`src/rtl/gray_fifo_pkg.sv`:
```
// Shared helpers for the gray-pointer FIFO controller: gray/binary conversion
// on a fixed-width pointer type that callers narrow to their own PTR_W.
package gray_fifo_pkg;

    localparam int unsigned MAX_PTR_W = 16;

    typedef logic [MAX_PTR_W-1:0] ptr_t;

    function automatic ptr_t bin2gray(input ptr_t bin);
        return bin ^ (bin >> 1);
    endfunction

    function automatic ptr_t gray2bin(input ptr_t gray);
        ptr_t bin;
        bin = gray;
        for (int unsigned i = 1; i < MAX_PTR_W; i++) begin
            bin = bin ^ (gray >> i);
        end
        return bin;
    endfunction

endpackage

```
`src/rtl/gray_fifo_if.sv`:
```
// Handshake and status bundle between FIFO users and gray_fifo_ctrl.
interface gray_fifo_if #(
    parameter int unsigned ADDR_W = 3
);

    logic              push;
    logic              pop;
    logic              flush;
    logic              clr_err;
    logic              wr_accept;
    logic              rd_accept;
    logic [ADDR_W-1:0] wr_addr;
    logic [ADDR_W-1:0] rd_addr;
    logic [ADDR_W:0]   wr_ptr_gray;
    logic [ADDR_W:0]   rd_ptr_gray;
    logic [ADDR_W:0]   count;
    logic              full;
    logic              empty;
    logic              overflow;
    logic              underflow;

    modport master (
        output push, pop, flush, clr_err,
        input  wr_accept, rd_accept, wr_addr, rd_addr, wr_ptr_gray, rd_ptr_gray,
               count, full, empty, overflow, underflow
    );

    modport slave (
        input  push, pop, flush, clr_err,
        output wr_accept, rd_accept, wr_addr, rd_addr, wr_ptr_gray, rd_ptr_gray,
               count, full, empty, overflow, underflow
    );

endinterface

```
`src/rtl/gray_ptr.sv`:
```
// Binary pointer with a registered gray copy; clr beats inc.
module gray_ptr #(
    parameter int unsigned PTR_W = 4
) (
    input  logic             clk,
    input  logic             srst_n,
    input  logic             inc,
    input  logic             clr,
    output logic [PTR_W-1:0] bin,
    output logic [PTR_W-1:0] gray
);
    import gray_fifo_pkg::*;

    logic [PTR_W-1:0] bin_nxt;

    always_comb begin
        bin_nxt = bin;
        if (clr) begin
            bin_nxt = '0;
        end else if (inc) begin
            bin_nxt = bin + PTR_W'(1);
        end
    end

    // Gray is derived from the next binary value so both registers move together.
    always_ff @(posedge clk) begin
        if (!srst_n) begin
            bin  <= '0;
            gray <= '0;
        end else begin
            bin  <= bin_nxt;
            gray <= PTR_W'(bin2gray(MAX_PTR_W'(bin_nxt)));
        end
    end

endmodule

```
`src/rtl/gray_fifo_ctrl.sv`:
```
// Single-clock FIFO pointer/flag controller with gray-coded pointers for later
// CDC use; accept logic, occupancy decode and sticky error flags.
module gray_fifo_ctrl #(
    parameter int unsigned ADDR_W = 3
) (
    input logic       clk,
    input logic       srst_n,
    gray_fifo_if.slave bus
);
    import gray_fifo_pkg::*;

    localparam int unsigned PTR_W = ADDR_W + 1;
    localparam logic [PTR_W-1:0] FULL_MASK = PTR_W'(3) << (PTR_W - 2);

    logic [PTR_W-1:0] wr_bin, wr_gray;
    logic [PTR_W-1:0] rd_bin, rd_gray;
    logic             full, empty;
    logic             wr_accept, rd_accept;
    logic             ovf_evt, unf_evt;
    logic             overflow_q, underflow_q;

    // Flags come from registered pointers only; no path from push/pop.
    assign empty = (wr_gray == rd_gray);
    assign full  = (wr_gray == (rd_gray ^ FULL_MASK));

    assign wr_accept = srst_n & ~bus.flush & bus.push & ~full;
    assign rd_accept = srst_n & ~bus.flush & bus.pop  & ~empty;
    assign ovf_evt   = ~bus.flush & bus.push & full;
    assign unf_evt   = ~bus.flush & bus.pop  & empty;

    gray_ptr #(.PTR_W(PTR_W)) u_wr_ptr (
        .clk    (clk),
        .srst_n (srst_n),
        .inc    (wr_accept),
        .clr    (bus.flush),
        .bin    (wr_bin),
        .gray   (wr_gray)
    );

    gray_ptr #(.PTR_W(PTR_W)) u_rd_ptr (
        .clk    (clk),
        .srst_n (srst_n),
        .inc    (rd_accept),
        .clr    (bus.flush),
        .bin    (rd_bin),
        .gray   (rd_gray)
    );

    // A new error in the clr_err cycle wins over the clear.
    always_ff @(posedge clk) begin
        if (!srst_n) begin
            overflow_q  <= 1'b0;
            underflow_q <= 1'b0;
        end else begin
            overflow_q  <= ovf_evt | (overflow_q  & ~bus.clr_err);
            underflow_q <= unf_evt | (underflow_q & ~bus.clr_err);
        end
    end

    assign bus.wr_accept   = wr_accept;
    assign bus.rd_accept   = rd_accept;
    assign bus.wr_addr     = wr_bin[ADDR_W-1:0];
    assign bus.rd_addr     = rd_bin[ADDR_W-1:0];
    assign bus.wr_ptr_gray = wr_gray;
    assign bus.rd_ptr_gray = rd_gray;
    assign bus.count       = wr_bin - rd_bin;
    assign bus.full        = full;
    assign bus.empty       = empty;
    assign bus.overflow    = overflow_q;
    assign bus.underflow   = underflow_q;

endmodule

```
`src/flat_wrapper.sv`:
```
// flat-port wrapper written by rule: the top's interface ports become plain ports
module gray_fifo_ctrl_flat import gray_fifo_pkg::*;
#(
    parameter int unsigned ADDR_W = 3
)
  (clk, srst_n, bus_push, bus_pop, bus_flush, bus_clr_err, bus_wr_accept, bus_rd_accept, bus_wr_addr, bus_rd_addr, bus_wr_ptr_gray, bus_rd_ptr_gray, bus_count, bus_full, bus_empty, bus_overflow, bus_underflow);
  gray_fifo_if #(.ADDR_W(ADDR_W)) bus_i ();
  input logic clk;
  input logic srst_n;
  input wire logic [$bits(bus_i.push)-1:0] bus_push;
  input wire logic [$bits(bus_i.pop)-1:0] bus_pop;
  input wire logic [$bits(bus_i.flush)-1:0] bus_flush;
  input wire logic [$bits(bus_i.clr_err)-1:0] bus_clr_err;
  output wire logic [$bits(bus_i.wr_accept)-1:0] bus_wr_accept;
  output wire logic [$bits(bus_i.rd_accept)-1:0] bus_rd_accept;
  output wire logic [$bits(bus_i.wr_addr)-1:0] bus_wr_addr;
  output wire logic [$bits(bus_i.rd_addr)-1:0] bus_rd_addr;
  output wire logic [$bits(bus_i.wr_ptr_gray)-1:0] bus_wr_ptr_gray;
  output wire logic [$bits(bus_i.rd_ptr_gray)-1:0] bus_rd_ptr_gray;
  output wire logic [$bits(bus_i.count)-1:0] bus_count;
  output wire logic [$bits(bus_i.full)-1:0] bus_full;
  output wire logic [$bits(bus_i.empty)-1:0] bus_empty;
  output wire logic [$bits(bus_i.overflow)-1:0] bus_overflow;
  output wire logic [$bits(bus_i.underflow)-1:0] bus_underflow;
  assign bus_i.push = bus_push;
  assign bus_i.pop = bus_pop;
  assign bus_i.flush = bus_flush;
  assign bus_i.clr_err = bus_clr_err;
  assign bus_wr_accept = bus_i.wr_accept;
  assign bus_rd_accept = bus_i.rd_accept;
  assign bus_wr_addr = bus_i.wr_addr;
  assign bus_rd_addr = bus_i.rd_addr;
  assign bus_wr_ptr_gray = bus_i.wr_ptr_gray;
  assign bus_rd_ptr_gray = bus_i.rd_ptr_gray;
  assign bus_count = bus_i.count;
  assign bus_full = bus_i.full;
  assign bus_empty = bus_i.empty;
  assign bus_overflow = bus_i.overflow;
  assign bus_underflow = bus_i.underflow;
  gray_fifo_ctrl #(.ADDR_W(ADDR_W)) u_core (.clk(clk), .srst_n(srst_n), .bus(bus_i));
endmodule
```
`config.mk`:
```
export PLATFORM = sky130hd
export DESIGN_NAME = gray_fifo_ctrl_flat
export DESIGN_NICKNAME = d
export VERILOG_FILES = /design/src/rtl/gray_fifo_pkg.sv /design/src/rtl/gray_fifo_if.sv /design/src/rtl/gray_ptr.sv /design/src/rtl/gray_fifo_ctrl.sv /design/src/flat_wrapper.sv
export SDC_FILE = /design/constraint.sdc
export NUM_CORES = 1
export LEC_CHECK = 0
export ABC_CLOCK_PERIOD_IN_PS = 3600
export CELL_PAD_IN_SITES_DETAIL_PLACEMENT = 0
export CELL_PAD_IN_SITES_GLOBAL_PLACEMENT = 1
export CORE_MARGIN = 2
export CORE_UTILIZATION = 30
export CTS_BUF_LIST = sky130_fd_sc_hd__clkbuf_8
export CTS_CLUSTER_SIZE = 20
export DETAILED_ROUTE_END_ITERATION = 10
export PLACE_DENSITY_LB_ADDON = 0.3
export RECOVER_POWER = 100
export SYNTH_ARGS = -nofsm -noshare
export SYNTH_HDL_FRONTEND = slang
export SYNTH_SLANG_ARGS = --single-unit
```
`constraint.sdc`:
```
create_clock -name clk -period 3.6 [get_ports clk]
set_clock_uncertainty 0.1 [all_clocks]
set_input_delay 1.08 -clock clk [delete_from_list [all_inputs] [get_ports clk]]
set_output_delay 1.08 -clock clk [all_outputs]
set_load 0.01 [all_outputs]
```
==> impl_metrics.toml <==
[pwr]
p_switching_mw = 0.07616
p_comb_share_pct = 7.4
intPower_mw = 0.2889
p_clk_share_pct = 43.5
ir_drop_mv = 0.1133
power_frac_seq_pct = 49.1
switching_share_pct = 20.86
leakage_nw = 0.5730
powerDensity_nw_per_um2 = 260.5

[hold_path]
holdPathEnd = "u_core.bus.underflow"
hp-class = "flip-flop to flip-flop"
holdPathStages = 2
hp-start = "u_core.bus.underflow"

[routing]
drt_iter0_drc = 7
viasPerCell = 4.378
wl_um = 2168
post_drt_wl_per_cell_um = 11.72
first_pass_iters = 3
vias = 810
ant_nets = 0
drc = 0

[sta]
hold_ws_ns = 0.4310
period_share_pct = 96.99
maxSlewViolCount = 0
rsz0062_at_grt = "no"
fin_crit_ns = 3.491
tightest_slew_ns = 0.6025
hold_viol = 0
setup-tns-final_ns = 0
fmax_mhz = 286.4
setup_viol = 0
slew_headroom_pct = 59.55

[finish]
fin_cells = 185
n_antenna_cell = 0
multi_input_area_um2 = 641.9
drive_gt1_share_pct = 7.092
final_nets = 154
fillers = 349
syn_to_final_growth_pct = 40.00
register_area_um2 = 320.3

[global_route]
grt.total_usage_pct = 12.58
grt_pass1_vias = 791
grt_max_degree = 15
overflow = 0
antenna_found_initial = 0
grt_pass1_wl_um = 3498

[placed_design]
place.detailed.hpwl_um = 1694
gp_congestion = 0.7689
port_buffers = 29
place_inst = 181

[clocking]
cts-root-buf = "clkbuf_8"
clk_pin_slew_worst_paths_ns = 0.06
htreeDepth = 1
clk_path_buf_depth = 2
cts.sinks = 16
cts_buffers = 3
ctsHoldBuffers = 0
cts_setup_buffers = 0
cts_tree = "yes"
clk_latency_ns = 0.24

[synth]
yosysTopAreaCellShare_pct = 32.00
synth-warning-count = 0
async_flop_share_pct = 0
synth_common_cells = "dfxtp_1, nor2_1, xnor2_1"
yosysUniqueCellTypes = 29
synth_seq_cells = 16
synth.most_common_cell = "dfxtp_1"
synth-edff-count = 0
yosysSeqAreaShare_pct = 32.00
synth_nets = 118
syn-cell-area_um2 = 1001
synth_ff_type = "dfxtp_1"
postSynthCellCount = 106
synthTopCellsByArea = "dfxtp_1, xnor2_1, ha_1"
yosysTopAreaCell = "dfxtp_1"
syn_area_per_cell_um2 = 9.443

[run_status]
outcome = "finished, final reports clean"

[floorplanning]
die_x_um = 61.76
die_area_um2 = 3814
start_util_pct = 32.26
chipHeight_um = 61.76
ios = 30
fp-row-count = 20
core_um2 = 3103

[setup_path]
setup.worst_path.start_class = "input port"
r2r_cells = 6
critical_path_class = "input port to primary output"
crit_fanout = 5
r2r_start = "u_core.u_rd_ptr.gray[0]"
end_kind = "primary output"
worstReg2RegEnd = "u_core.u_rd_ptr.gray[2]"
required_ns = 2.42
cp.arrival_ns = 2.31
r2r_setup_slack_ns = 1.45

[flow_run]
drv_cap = 0
## power groups by stage
stage / logic, mW / clock network [mW] / registers, mW
after global placement: 0.0285 / 0 / 0.183
after global routing: 0.0293 / 0.172 / 0.179
after floorplan: 0.0127 / 0 / 0.184
after detailed placement: 0.0288 / 0 / 0.183
after CTS: 0.0288 / 0.165 / 0.179
final: 0.0269 / 0.159 / 0.179
## metrics by stage
stage	utilization, %	instance area [um2]	power [mW]	setup WS, ns
finish	45.16	1401	0.3651	0.1085
global route	45.16	1401	0.3810	0.02367
CTS	45.77	1420	0.3731	0.09026
detailed placement	44.07	1368	0.2123	-0.1754
global placement	44.07	1368	0.2119	-0.1582
floorplan	-	1001	0.1967	0.7862
## cell families after synthesis
group                      Yosys count  share of synthesized area (%)
AOI/OAI and AO/OA                   16                          14.37
adders and majority gates            6                          8.250
muxes                                6                          6.000
and+or+nand+nor                     35                          17.37
DFF                                 16                          32.00
buffers and inverters                8                          3.124
xor gates and xnor gates            19                          18.88
## worst max-delay path: stages
cell             delay (ns)
clkdlybuf4s50_1        0.55
nand3b_1               0.16
a41oi_4                0.23
dlygate4sd2_1          0.30
## worst max-delay path by stage
stage	startpoint	endpoint	slack, ns	depth (start not counted)
detailed placement	srst_n	bus_rd_accept	-0.18	4
global placement	srst_n	bus_rd_accept	-0.16	4
CTS	srst_n	bus_rd_accept	0.09	4
finish	srst_n	bus_rd_accept	0.11	4
global route	srst_n	bus_rd_accept	0.02	4
floorplan	bus_flush	bus_wr_accept	0.79	2
## cells in the final DEF (no fill, tap or decap), drive strengths merged
| master | netlist | routed |
|---|---|---|
| nor2 | 13 | 13 |
| clkbuf | 2 | 7 |
| and3b | 1 | 1 |
| nand3b | 3 | 3 |
| o21ai | 1 | 1 |
| nand4 | 2 | 2 |
| o21a | 2 | 2 |
| a41oi | 2 | 2 |
| a21boi | 1 | 1 |
| inv | 6 | 6 |
| dlygate4sd2 | 0 | 2 |
| dfxtp | 16 | 16 |
| a21oi | 7 | 7 |
| and3 | 2 | 2 |
| buf | 0 | 1 |
| dlygate4sd3 | 0 | 21 |
| fa | 1 | 1 |
| nand2 | 6 | 6 |
| nand2b | 2 | 2 |
| clkdlybuf4s50 | 0 | 6 |
| a21o | 2 | 2 |
| or3 | 1 | 1 |
| xor2 | 7 | 7 |
| a22oi | 1 | 1 |
| nand3 | 1 | 1 |
| ha | 5 | 5 |
| mux2i | 6 | 6 |
| xnor2 | 12 | 12 |
| nor3 | 2 | 2 |
| nor2b | 2 | 2 |
## sequential cells by signal, summed over array words and instances, names as in the netlist
| register | count |
|---|---|
| u_core.bus.overflow | 1 |
| u_core.bus.underflow | 1 |
| u_core.u_rd_ptr.bin | 4 |
| u_core.u_rd_ptr.gray | 3 |
| u_core.u_wr_ptr.bin | 4 |
| u_core.u_wr_ptr.gray | 3 |
## layout make-up
type                            instances  share of cell area (%)
Multi-Input combinational cell         82                   45.80
Sequential cell                        16                   22.86
Timing Repair Buffer                   33                   21.88
Clock buffer                            4                   3.929
Tap cell                               44                   3.929
Inverter                                6                   1.607
## repair_timing
action,in CTS,in global routing
setup endpoints to repair,2,0
gates resized for setup,2,0
hold endpoints to repair,0,0
## metal layers
layer	GRT usage (%)	vias to the layer above	wire length (um)
met1	16.22	357	1121
li1	-	429	-
met5	0	-	0
met2	21.20	22	949
met4	3.647	0	10
met3	2.692	2	87
No activity file was read; power rests on OpenSTA's default activity.
